<file path="src/rtl/tisc_mc_datapath.sv">
// Multi-cycle TISC datapath: PC, IR, 16-entry register file with hardwired r0, ALU,
// and a FETCH/DECODE/EXECUTE/MEM/WB/HALT phase FSM with a data-memory handshake.
module tisc_mc_datapath #(
   parameter int                DATA_W   = 8,
   parameter int                ADDR_W   = 8,
   parameter logic [ADDR_W-1:0] RESET_PC = '0
) (
   input  logic              clk,
   input  logic              rst,
   output logic [ADDR_W-1:0] imem_addr,
   input  logic [15:0]       imem_rdata,
   input  logic              imem_valid,
   output logic [3:0]        opcode,
   input  logic [1:0]        alu_sel,
   input  logic              reg_write_en,
   input  logic              mem_write_en,
   input  logic              mem_to_reg,
   input  logic              mem_op,
   input  logic              branch_en,
   input  logic              halt_en,
   output logic              dmem_req,
   output logic              dmem_we,
   output logic [ADDR_W-1:0] dmem_addr,
   output logic [DATA_W-1:0] dmem_wdata,
   input  logic [DATA_W-1:0] dmem_rdata,
   input  logic              dmem_ready,
   output logic              zero_flag,
   output logic              halted,
   output logic [2:0]        phase
);

   typedef enum logic [2:0] {
      S_FETCH   = 3'd0,
      S_DECODE  = 3'd1,
      S_EXECUTE = 3'd2,
      S_MEM     = 3'd3,
      S_WB      = 3'd4,
      S_HALT    = 3'd5
   } phase_t;

   phase_t            r_phase;
   logic [ADDR_W-1:0] r_pc;
   logic [15:0]       r_ir;
   logic [DATA_W-1:0] r_a, r_b, r_aluout, r_mdr;
   logic              r_zero, r_dmem_req, r_dmem_we, r_halted;
   logic [1:0]        r_alu_sel;
   logic              r_reg_write_en, r_mem_write_en, r_mem_to_reg, r_mem_op, r_branch_en;

   logic [3:0]        w_rd, w_rs1, w_rs2;
   logic [ADDR_W-1:0] w_imm;
   logic [DATA_W-1:0] w_regs [16];
   logic [DATA_W-1:0] w_port1, w_port2, w_alu_y, w_wb_data;
   logic              w_reg_we;

   assign w_rd  = r_ir[11:8];
   assign w_rs1 = r_ir[7:4];
   assign w_rs2 = r_ir[3:0];
   assign w_imm = ADDR_W'(r_ir[7:0]);

   // Stores and branches test R[rd], so it is steered onto port 1 for them.
   assign w_port1 = ((mem_op & ~mem_to_reg) | branch_en) ? w_regs[w_rd] : w_regs[w_rs1];
   assign w_port2 = w_regs[w_rs2];

   always_comb begin
      w_alu_y = '0;
      case (r_alu_sel)
         2'b00:   w_alu_y = r_a + r_b;
         2'b01:   w_alu_y = r_a + ~r_b + DATA_W'(1);
         2'b10:   w_alu_y = r_a & r_b;
         default: w_alu_y = r_a | r_b;
      endcase
   end

   assign w_wb_data = r_mem_to_reg ? r_mdr : r_aluout;
   assign w_reg_we  = (r_phase == S_WB) && r_reg_write_en;

   assign w_regs[0] = '0;
   for (genvar gi = 1; gi < 16; gi++) begin : g_reg
      logic [DATA_W-1:0] r_q;
      always_ff @(posedge clk) begin
         if (rst)
            r_q <= '0;
         else if (w_reg_we && (w_rd == 4'(gi)))
            r_q <= w_wb_data;
      end
      assign w_regs[gi] = r_q;
   end

   always_ff @(posedge clk) begin
      if (rst) begin
         r_phase        <= S_FETCH;
         r_pc           <= RESET_PC;
         r_ir           <= '0;
         r_a            <= '0;
         r_b            <= '0;
         r_aluout       <= '0;
         r_mdr          <= '0;
         r_zero         <= 1'b0;
         r_dmem_req     <= 1'b0;
         r_dmem_we      <= 1'b0;
         r_halted       <= 1'b0;
         r_alu_sel      <= '0;
         r_reg_write_en <= 1'b0;
         r_mem_write_en <= 1'b0;
         r_mem_to_reg   <= 1'b0;
         r_mem_op       <= 1'b0;
         r_branch_en    <= 1'b0;
      end else begin
         case (r_phase)
            S_FETCH: begin
               if (imem_valid) begin
                  r_ir    <= imem_rdata;
                  r_phase <= S_DECODE;
               end
            end
            S_DECODE: begin
               r_alu_sel      <= alu_sel;
               r_reg_write_en <= reg_write_en;
               r_mem_write_en <= mem_write_en;
               r_mem_to_reg   <= mem_to_reg;
               r_mem_op       <= mem_op;
               r_branch_en    <= branch_en;
               r_a            <= w_port1;
               r_b            <= w_port2;
               if (halt_en) begin
                  r_halted <= 1'b1;
                  r_phase  <= S_HALT;
               end else begin
                  r_phase  <= S_EXECUTE;
               end
            end
            S_EXECUTE: begin
               r_aluout <= w_alu_y;
               if (!r_mem_op && !r_branch_en)
                  r_zero <= (w_alu_y == '0);
               if (r_mem_op) begin
                  r_dmem_req <= 1'b1;
                  r_dmem_we  <= r_mem_write_en & ~r_mem_to_reg;
                  r_phase    <= S_MEM;
               end else begin
                  r_phase    <= S_WB;
               end
            end
            S_MEM: begin
               if (dmem_ready) begin
                  r_mdr      <= dmem_rdata;
                  r_dmem_req <= 1'b0;
                  r_dmem_we  <= 1'b0;
                  r_phase    <= S_WB;
               end
            end
            S_WB: begin
               r_pc    <= (r_branch_en && (r_a == '0)) ? w_imm : r_pc + ADDR_W'(1);
               r_phase <= S_FETCH;
            end
            S_HALT: r_phase <= S_HALT;
            default: r_phase <= S_FETCH;
         endcase
      end
   end

   assign imem_addr  = r_pc;
   assign opcode     = r_ir[15:12];
   assign dmem_req   = r_dmem_req;
   assign dmem_we    = r_dmem_we;
   assign dmem_addr  = w_imm;
   assign dmem_wdata = r_a;
   assign zero_flag  = r_zero;
   assign halted     = r_halted;
   assign phase      = r_phase;

endmodule

</file>
<file path="config.mk">
export PLATFORM = sky130hd
export DESIGN_NAME = tisc_mc_datapath
export DESIGN_NICKNAME = d
export VERILOG_FILES = /design/src/rtl/tisc_mc_datapath.sv
export SDC_FILE = /design/constraint.sdc
export NUM_CORES = 1
export LEC_CHECK = 0
export ABC_AREA = 0
export CORE_UTILIZATION = 55
export DETAILED_ROUTE_END_ITERATION = 10
export GPL_ROUTABILITY_DRIVEN = 0
export PLACE_DENSITY = 0.75
export SYNTH_ARGS = -nofsm -noshare
export SYNTH_HDL_FRONTEND = slang
export SYNTH_SLANG_ARGS = --single-unit
export TNS_END_PERCENT = 100
</file>
<file path="constraint.sdc">
create_clock -name clk -period 2.7 [get_ports clk]
set_clock_uncertainty 0.1 [all_clocks]
set_input_delay 0.54 -clock clk [delete_from_list [all_inputs] [get_ports clk]]
set_output_delay 0.54 -clock clk [all_outputs]
set_load 0.01 [all_outputs]
</file>
==> results of run 1 <==
-- worst max-delay path by stage --
stage / startpoint / endpoint / slack (ns)
floorplan: dmem_wdata[1] / zero_flag / 0.16
global placement: r_b[1] / zero_flag / 0.18
detailed placement: r_b[1] / zero_flag / 0.10
CTS: r_b[0] / zero_flag / 0.05
global route: dmem_wdata[0] / zero_flag / -0.01
finish: r_b[1] / zero_flag / 0.09
-- power groups by stage --
stage	combinational (mW)	sequential, mW	clock, mW
detailed placement	0.958	3.00	0
global placement	0.947	2.99	0
floorplan	0.702	2.97	0
global route	1.07	2.94	2.72
CTS	0.963	2.93	2.61
finish	0.984	2.93	2.58
-- cell type report --
type	count	area, sq um
Inverter	28	108
Timing Repair Buffer	123	1190
Sequential cell	190	3810
Fill cell	1561	6880
Clock buffer	18	439
Tap cell	265	332
Clock inverter	14	166
Multi-Input combinational cell	794	6470
-- stage by stage --
step / area, sq um / hold WS, ns / utilization
2_1_floorplan: 10900 / 0.332 / -
6_report: 12500 / 0.357 / 0.645
4_1_cts: 12400 / 0.357 / 0.642
5_1_grt: 12500 / 0.380 / 0.645
3_5_place_dp: 11800 / 0.346 / 0.610
3_3_place_gp: 11800 / 0.342 / 0.610
-- cells by family after synthesis --
group	Yosys count
AND/OR/NAND/NOR	347
AO/OA/AOI/OAI	272
flip-flops	190
multiplexers	145
buffers and inverters	142
adder cells (fa/ha/maj)	26
XOR/XNOR	4
-- per-layer routing --
layer  global-route usage  routed length, um
met5                    0                  0
met3               0.0493               1810
met2                0.455              13400
met4               0.0945                604
met1                0.385              12300
-- worst max-delay path, stage by stage, from the launching register on --
cell      delay (ns)
dfxtp_1         0.35
inv_2           0.09
ha_1            0.32
o21bai_1        0.25
a21oi_2         0.12
a21oi_2         0.21
xor2_2          0.22
a211oi_1        0.11
or4b_4          0.55
o31ai_2         0.21
-- Yosys cell counts (2+ instances only) --
master     instances
fa_1               2
nor3b_1            5
a22o_1            24
nor3_1             7
buf_2             31
ha_1              24
a311oi_1           2
and2_1             4
buf_4             17
nor3_2             2
o21bai_1           2
xnor2_1            2
a21boi_0           2
mux4_2            97
o21ai_0           20
nor4_1             2
xor2_1             2
mux2i_1           24
o41ai_1            2
inv_1             28
buf_6              6
a21oi_1           68
o31ai_1            3
nand2_1           94
nand4_1            3
buf_1             10
a31oi_1            2
a2111oi_0          3
dfxtp_1          190
nor2b_1            9
a211oi_1         132
nand3_1            7
nand2b_1           8
clkbuf_1          50
a22oi_1            3
nand4b_1           3
or3_1              3
nor2_1           194
o22ai_1            2
mux2_2            24
-- timing repair --
item | 4_1_cts | 5_1_grt
hold buffers | 0 | 0
buffers inserted | 0 | 0
pin swaps | 0 | 4
gates resized for setup | 1 | 22
endpoints found under the setup margin | 1 | 2
cloned | 0 | 0
==> flow_summary.json, run 1 <==
{
  "hp-class": "reg2reg",
  "worstMarginPinSlew_ns": 0.886,
  "synth_ff_type": "dfxtp_1",
  "reg2reg_from": "r_b[1]",
  "required_ns": 2.95,
  "intPower_mw": 4.63,
  "clock-sinks": 190,
  "crit_path_end_kind": "flop",
  "synth_edf_count": 0,
  "final_common_cell": "nor2_1",
  "setup_violations": 0,
  "die_h_um": 143,
  "ys_ff_latch": 190,
  "synth-compound-area-share": 0.171,
  "syn_area_sq_um": 10900,
  "ys_seq_area_frac": 0.349,
  "swShare": 0.287,
  "ios": 71,
  "max-cap-violations": 0,
  "grt_usage": 0.283,
  "synthAdderAreaFrac": 0.0313,
  "regMostFlops": "g.r_q",
  "top_regs": "g.r_q: 120 flops, r_ir: 16 flops",
  "clock-root-buffer": "clkbuf_16",
  "cts.reportedPaths.clkPinSlew_ns": 0.07,
  "start_util": 0.561,
  "drive_above_1_share": 0.197,
  "p_leak_nw": 4.08,
  "seqPwrFrac": 0.451,
  "fmax_mhz": 383,
  "min_from": "r_ir[14]",
  "synth_top_area_share": 0.349,
  "critPathArrivalTime_ns": 2.87,
  "firstDrtPassIters": 7,
  "synthMuxAreaShare": 0.248,
  "netlist-cell-type-count": 53,
  "dp_cells": 1400,
  "wirelength_um": 28100,
  "grt_pass1_vias": 8134,
  "yosysTopAreaCell": "dfxtp_1",
  "grt_max_degree": 188,
  "final.setup.worst_slack_ns": 0.0887,
  "pwr-share-comb": 0.151,
  "slew_headroom": 0.409,
  "min_period_ns": 2.61,
  "worst_skew_pair.late_latency_ns": 0.44,
  "antenna_found_initial": 0,
  "core_area_sq_um": 19400,
  "fp.dieArea_sq_um": 20400,
  "wl_per_cell_um": 19.7,
  "critPathLaunchType": "flop",
  "diodes": 0,
  "finalHoldViolCount": 0,
  "switchingPower_mw": 1.87,
  "fin_nets": 1216,
  "ys_warn_count": 0,
  "synth_simple_gate_area_frac": 0.135,
  "final_cells": 1432,
  "power_density_nw_per_um2": 519,
  "min_path_cells": 2,
  "largest_reg_flops": 120,
  "rows": 51,
  "dp_slack_ns": 0.100,
  "min_to": "r_ir[14]",
  "syn-num-nets": 1188,
  "vias": 8834,
  "avgSynthCellArea_sq_um": 9.67,
  "drc_errors": 0,
  "port_buffers": 70,
  "reg2reg_slack_ns": 0.09,
  "synth_top_family_by_area": "multiplexers",
  "cts_max_level": 4,
  "final_cell_mix": "nor2_1, dfxtp_1, a211oi_1",
  "ant_nets": 0,
  "setup_tns_ns": 0,
  "crit_fanout": 5,
  "timing.rr.end": "zero_flag",
  "clock_path_buffers": 2,
  "cts_made_buffers": 17,
  "clkPwrFrac": 0.397,
  "grt_pass1_wl_um": 44400,
  "synth-xor-area-share": 0.00322,
  "final_max_slew_viol_count": 0,
  "dp_hpwl_um": 19100,
  "min_period_over_period": 0.967,
  "die_w_um": 143,
  "worstSetupPathType": "reg2reg",
  "power.total_mw": 6.50,
  "synth_area_leaders": "dfxtp_1, mux4_2, a211oi_1, nor2_1, nand2_1",
  "grt_overflow": 0,
  "via_per_inst": 6.17,
  "first_iter_violations": 774,
  "tritoncts": "done",
  "peakVddDrop_v": 0.000466,
  "synthArstFlopShare": 0,
  "synthCells": 1126,
  "status": "complete, no violations",
  "area_growth_pct": 15.0,
  "r2r_cells": 9
}
Power figures use the tool's default switching activity.
==> run 2, diff against run 1 <==
- CORE_UTILIZATION: 55 -> 54
- PLACE_DENSITY: 0.75 -> 0.77
- clock period: 2.7 -> 2.2 ns (I/O delays scaled with it)
==> flow_summary.json, run 2 (same netlist as run 1, synthesis figures left out) <==
{
  "status": "finished, violations left",
  "violations": "negative setup slack",
  "cts_made_buffers": 17,
  "post_dp_cell_area_sq_um": 12300,
  "slew_headroom": 0.447,
  "worstSetupPathType": "reg2reg",
  "fp.dieArea_sq_um": 20700,
  "grt_pass1_wl_um": 48200,
  "worst_skew_pair.late_latency_ns": 0.44,
  "wl_per_cell_um": 20.7,
  "final_common_cell": "nor2_1",
  "clkPwrFrac": 0.372,
  "top_regs": "g.r_q: 120 flops, r_ir: 16 flops",
  "final.setup.worst_slack_ns": -0.279,
  "grt_pass1_vias": 9009,
  "fmax_mhz": 403,
  "grt_overflow": 0,
  "tritoncts": "done",
  "port_buffers": 70,
  "final_max_slew_viol_count": 0,
  "setup_tns_ns": -1.23,
  "clock-sinks": 190,
  "min_period_over_period": 1.13,
  "power.total_mw": 8.10,
  "worstMarginPinSlew_ns": 0.829,
  "ios": 71,
  "finalHoldViolCount": 0,
  "diodes": 0,
  "min_period_ns": 2.48,
  "first_iter_violations": 1001,
  "clock-root-buffer": "clkbuf_16",
  "ant_nets": 0,
  "vias": 9453,
  "max-cap-violations": 0,
  "drive_above_1_share": 0.270,
  "cts.reportedPaths.clkPinSlew_ns": 0.08,
  "intPower_mw": 5.73,
  "finalInstanceArea_sq_um": 13300,
  "fill_cells": 1475,
  "swShare": 0.293,
  "regMostFlops": "g.r_q",
  "start_util": 0.556,
  "drc_errors": 0,
  "crit_fanout": 4,
  "crit_path_end_kind": "flop",
  "via_per_inst": 6.32,
  "hold_slack_ns": 0.333,
  "die_h_um": 144,
  "grt_usage": 0.304,
  "peakVddDrop_v": 0.000581,
  "seqPwrFrac": 0.444,
  "wirelength_um": 31000,
  "switchingPower_mw": 2.37,
  "rows": 51,
  "critPathLaunchType": "flop",
  "die_w_um": 144,
  "firstDrtPassIters": 5,
  "largest_reg_flops": 120,
  "hp-class": "in2reg",
  "power_density_nw_per_um2": 607,
  "rsz0062_at_grt": "true",
  "critPathArrivalTime_ns": 2.74,
  "p_leak_nw": 4.48,
  "pwr-share-comb": 0.184,
  "core_area_sq_um": 19600,
  "clock_path_buffers": 2,
  "setup_violations": 11,
  "area_growth_pct": 22.6,
  "required_ns": 2.46,
  "fin_nets": 1280,
  "antenna_found_initial": 0,
  "final_cell_mix": "nor2_1, dfxtp_1, a211oi_1",
  "cts_max_level": 4,
  "dp_hpwl_um": 21100,
  "grt_max_degree": 114
}
## run 2: cell count changes in the layout (fill, tap and decap cells not counted), sizes merged
| cell | before | now |
|---|---|---|
| clkdlybuf4s50 | 69 | 67 |
| clkbuf | 18 | 19 |
| clkinv | 5 | 8 |
| clkinvlp | 1 | 0 |
| buf | 54 | 117 |
| bufinv | 1 | 0 |
| inv | 35 | 33 |
| dlygate4sd2 | 0 | 2 |
## run 2: area by class of cell
| cell class | instances | area (sq um) | share of cell area |
|---|---|---|---|
| Multi-Input combinational cell | 794 | 6680 | 0.501 |
| Inverter | 28 | 113 | 0.00844 |
| Sequential cell | 190 | 3830 | 0.287 |
| Clock inverter | 13 | 130 | 0.00975 |
| Timing Repair Buffer | 187 | 1820 | 0.136 |
| Clock buffer | 18 | 439 | 0.0329 |
| Tap cell | 265 | 332 | 0.0248 |
## run 2: final timing paths
check / startpoint / endpoint / slack, ns / cells after the start
worst min register to register: r_ir[13] / r_ir[13] / 0.36 / 2
worst max register to register: dmem_wdata[1] / zero_flag / -0.28 / 9
worst min-delay path: rst / zero_flag / 0.33 / 5
worst max-delay path: dmem_wdata[1] / zero_flag / -0.28 / 9
## run 2: layer usage
layer | GRT usage | part of all wire
met1 | 0.397 | 0.41
met2 | 0.506 | 0.48
met3 | 0.0546 | 0.073
met4 | 0.110 | 0.030
met5 | 0 | 0
## run 2: what timing repair did
item	in CTS	in global routing
cloned	2	1
pin swaps	18	20
hold buffers	0	0
gates resized for setup	59	38
setup buffers	8	6
endpoints found under the setup margin	16	55
## run 2: worst max-delay path, cell delays in order, from the launching register on
cell and delay, ns:
dfxtp_4 0.38, inv_4 0.05, ha_4 0.25, a211oi_4 0.24, nor3_1 0.09, a21oi_1 0.16, xor2_1 0.30, a211oi_1 0.12
or4b_1 0.52, o31ai_1 0.19
## run 2: power groups by stage
stage	Combinational [mW]	Sequential, mW	Clock (mW)
2_1_floorplan	0.865	3.64	0
3_3_place_gp	1.31	3.66	0
3_5_place_dp	1.33	3.66	0
4_1_cts	1.44	3.59	3.03
5_1_grt	1.59	3.61	3.16
6_report	1.49	3.60	3.02
## run 2: per-stage QoR
step	utilization	std cells	setup WS, ns
floorplan	-	1126	-0.143
global placement	0.630	1456	-0.253
detailed placement	0.630	1456	-0.304
CTS	0.676	1496	-0.257
global route	0.681	1495	-0.425
finish	0.681	1495	-0.279
==> run 3, diff against run 2 <==
- SETUP_SLACK_MARGIN: not set -> 0.3
==> flow_summary.json, run 3 (same netlist as run 1, synthesis figures left out) <==
{
  "status": "finished, violations left",
  "violations": "negative setup slack",
  "cpLargestDelayFamily": "simple AND/OR/NAND/NOR gates",
  "grt_usage": 0.367,
  "worstPathCellList": "inv_4 > ha_4 > inv_2 > fa_2 > nor2b_4 > o21ai_1 > o2bb2ai_1 > xnor2_1 > mux2i_1 > or4b_4 > o31ai_2",
  "cts_made_buffers": 17,
  "die_h_um": 144,
  "clock-sinks": 190,
  "rsz0062_at_grt": "true",
  "rows": 51,
  "worst_skew_pair.late_latency_ns": 0.47,
  "fill_cells": 875,
  "grt_max_degree": 115,
  "reg2reg_from": "dmem_wdata[0]",
  "ios": 71,
  "critPathArrivalTime_ns": 2.82,
  "power_density_nw_per_um2": 550,
  "core_area_sq_um": 19600,
  "worstSetupPathType": "reg2reg",
  "die_w_um": 144,
  "cpPeakStageDelay_ns": 0.50,
  "clock-root-buffer": "clkbuf_16",
  "crit_path_end_kind": "flop",
  "cp_num_buf_inv": 2,
  "firstDrtPassIters": 5,
  "cp_slowest_cell": "or4b_4",
  "fin_nets": 1366,
  "antenna_found_initial": 3,
  "first_iter_violations": 1598,
  "ant_nets": 0,
  "drive_above_1_share": 0.523,
  "setup_tns_ns": -5.08,
  "r2r_cells": 11,
  "finalHoldViolCount": 0,
  "setup_violations": 61,
  "slew_headroom": 0.505,
  "cts.reportedPaths.clkPinSlew_ns": 0.08,
  "wl_per_cell_um": 30.8,
  "hold_slack_ns": 0.354,
  "reg2reg_slack_ns": -0.34,
  "min_from": "r_mem_write_en",
  "hp-class": "reg2reg",
  "final_util": 0.829,
  "min_path_cells": 2,
  "peakVddDrop_v": 0.000625,
  "final.setup.worst_slack_ns": -0.343,
  "clock_path_buffers": 2,
  "cts_max_level": 4,
  "regMostFlops": "g.r_q",
  "dp_hpwl_um": 20900,
  "start_util": 0.556,
  "dp_slack_ns": -0.351,
  "vias": 11700,
  "final_cell_mix": "dfxtp_1, a211oi_2, mux4_2",
  "timing.rr.end": "zero_flag",
  "final_max_slew_viol_count": 0,
  "min_period_over_period": 1.16,
  "final_common_cell": "dfxtp_1",
  "max-cap-violations": 0,
  "area_growth_pct": 49.2,
  "fp.dieArea_sq_um": 20700,
  "fmax_mhz": 393,
  "crit_fanout": 3,
  "power.total_mw": 8.93,
  "port_buffers": 70,
  "largest_reg_flops": 120,
  "critPathLaunchType": "flop",
  "grt_pass1_wl_um": 56500,
  "min_to": "r_mem_write_en",
  "worstMarginPinSlew_ns": 0.743,
  "min_period_ns": 2.54,
  "drc_errors": 0,
  "grt_pass1_vias": 10000,
  "p_leak_nw": 5.83,
  "wirelength_um": 48900,
  "grt_overflow": 0,
  "top_regs": "g.r_q: 120 flops, r_ir: 16 flops",
  "tritoncts": "done",
  "required_ns": 2.47,
  "crit_path_start": "dmem_wdata[0]",
  "via_per_inst": 7.36
}
run 3: cell count changes in the layout (fill, tap and decap cells not counted), moves of 20 or more:
| cell | delta |
|---|---|
| dlygate4sd2_1 | +20 |
| nor2_2 | +29 |
| buf_6 | +50 |
| nor2_1 | -124 |
| a211oi_1 | -110 |
| a211oi_2 | +110 |
| nor2_4 | +95 |
| buf_12 | +21 |
| clkdlybuf4s50_1 | -32 |
run 3: worst max-delay path by stage:
stage | end | cells past startpoint | slack (ns)
floorplan | zero_flag | 9 | -0.12
global route | zero_flag | 11 | -0.45
global placement | zero_flag | 10 | -0.24
finish | zero_flag | 11 | -0.34
CTS | zero_flag | 11 | -0.36
detailed placement | zero_flag | 9 | -0.35
run 3: per-layer routing:
metal,wire length [um],vias up,GRT usage,part of all wire
li1,-,4521,-,-
met1,16000,5489,0.433,0.33
met2,21700,1152,0.592,0.44
met3,5670,495,0.0911,0.12
met4,5480,2,0.251,0.11
met5,13,-,0,0.00027
run 3: layout make-up:
cell class	count	area, sq um	share of cell area
clock buffer	18	439	0.0270
timing repair buffer	272	3130	0.192
inverter	28	115	0.00709
multi-input combinational	795	8180	0.504
sequential	190	3850	0.237
antenna	3	7.51	0.000462
tap	265	332	0.0204
clock inverter	14	193	0.0119
run 3: what timing repair did:
action                     in CTS  in global routing
resized for setup             202                420
setup endpoints to repair     170                161
buffers inserted               34                 41
gates cloned                   16                  6
hold buffers                    0                  0
pin swaps                      62                155
run 3: metrics by stage:
stage               instances  area (sq um)
finish                   1585         16200
global placement         1453         12400
detailed placement       1453         12400
CTS                      1535         14100
global route             1582         16200
floorplan                1126         11100
run 3: worst register-to-register path: stages, from the launching register on:
cell       delay, ns
dfxtp_4         0.37
inv_4           0.07
ha_4            0.13
inv_2           0.04
fa_2            0.36
nor2b_4         0.14
o21ai_1         0.13
o2bb2ai_1       0.14
xnor2_1         0.10
mux2i_1         0.20
or4b_4          0.50
o31ai_2         0.18
run 3: power breakdown:
part / switching [mW] / internal (mW)
clock: 1.64 / 1.77
sequential: 0.0991 / 3.52
combinational: 1.02 / 0.882
total: 2.76 / 6.17
==> RTL edit: new RTL, settings of run 1 <==
`DATA_W`: 8 -> 12.
--- a/src/rtl/tisc_mc_datapath.sv
+++ b/src/rtl/tisc_mc_datapath.sv
@@ -2,5 +2,5 @@
 // and a FETCH/DECODE/EXECUTE/MEM/WB/HALT phase FSM with a data-memory handshake.
 module tisc_mc_datapath #(
-   parameter int                DATA_W   = 8,
+   parameter int                DATA_W   = 12,
    parameter int                ADDR_W   = 8,
    parameter logic [ADDR_W-1:0] RESET_PC = '0
Ports: changed (resized dmem_rdata and dmem_wdata); port bits go from 71 to 79. No check against the original RTL was run, so the function may have changed too.
==> RTL edit against run 1 <==
- power is 71% higher
- critical path depth increased by 1
- synthesized area rose by 41%
- largest cell class unchanged
- sequential cell count increased by 76
- global-route usage grew 4.4 points
- sequential power grew 46%
- worst setup slack gained 5.7 ps
- wire length rose by 65%
- first-iteration DRC count increased by 91%
- largest power group unchanged
- final area increased by 43%
- sequential share of layout area is 0.68 points lower
==> RTL edit: results (changes against run 1) <==
[power]
p_clk_mw=3.93  ; was 2.58 mW
sequentialPower_mw=4.27  ; was 2.93 mW
power_leakage_nw=5.947  ; was 4.084 nW
vdd_drop_max_mv=0.4311  ; was 0.4663 mV

[global_route]
grt_use_met2_pct=51.60  ; was 45.49%
grt_pass1_vias=12710  ; was 8,134
met1_usage_pct=43.47  ; was 38.54%
grt_pass1_wl_um=71920  ; was 44,390 um
antenna_found_initial=1  ; was 0

[synth]
synth_nets=1645  ; was 1,188
synth-compound-area-share_pct=17.82  ; was 17.13%
synth_area_per_cell_um2=9.800  ; was 9.666 um2
synth-adder-area-share_pct=3.277  ; was 3.127%
synth_mux_area_share_pct=25.04  ; was 24.76%

[routing]
wl_met3_um=5107  ; was 1810 um
routed_wl_um=46520  ; was 28,140 um
drtPass1Iterations=6  ; was 7
met2_length_um=20940  ; was 13,390 um
met1_length_um=18120  ; was 12,340 um
post_drt_wl_per_cell_um=23.12  ; was 19.65 um
viasPerCell=6.617  ; was 6.169
dr.first_iter.drc_count=1479  ; was 774

[place]
placed_cell_area_um2=16920  ; was 11,840 um2
pre_cts_ws_ps=-0.1745  ; was 100.3 ps
post-place-cells=1962  ; was 1,400
dp_hpwl_um=30480  ; was 19,100 um

[clock_network]
clockBufferDepth=3  ; was 2
clk_latency_ps=560  ; was 440 ps

[timing]
worstMarginPinSlew_ps=1089  ; was 886.0 ps

[final_layout]
fillerInstances=2117  ; was 1,561
largest_register_ffs=180  ; was 120
layout.nets=1701  ; was 1,216
area_growth_pct=16.97  ; was 15.00%

[worst_hold_path]
holdCritPathClass=input port to flip-flop  ; was flip-flop to flip-flop

[status]
status=finished, final reports clean  ; unchanged

[worst_setup_path]
path_max_fanout=6  ; was 5

-- RTL edit: cell type report --
type                            instances  share of cell area (%)
Tap cell                              372                   2.593
Inverter                               38                  0.7946
Clock buffer                           42                   4.830
Timing Repair Buffer                  189                   10.41
Clock inverter                          7                  0.3834
Multi-Input combinational cell       1097                   51.18
Sequential cell                       266                   29.80
Antenna cell                            1                 0.01394
-- RTL edit: worst paths after layout --
kind,startpoint,end,slack [ps],depth (start not counted)
max reg2reg,r_b[5]$_SDFFE_PP0N_,zero_flag$_SDFFE_PP0P_,90,10
max,r_b[5]$_SDFFE_PP0N_,zero_flag$_SDFFE_PP0P_,90,10
min,rst,halted$_SDFFE_PP0P_,160,2
min reg2reg,r_ir[13]$_SDFFE_PP0P_,r_ir[13]$_SDFFE_PP0P_,350,2
-- RTL edit: what timing repair did --
action / in CTS / in global routing
setup endpoints to repair: 2 / 6
hold endpoints to repair: 0 / 0
setup buffers: 0 / 0
pin swaps: 0 / 12
gates resized for setup: 2 / 28
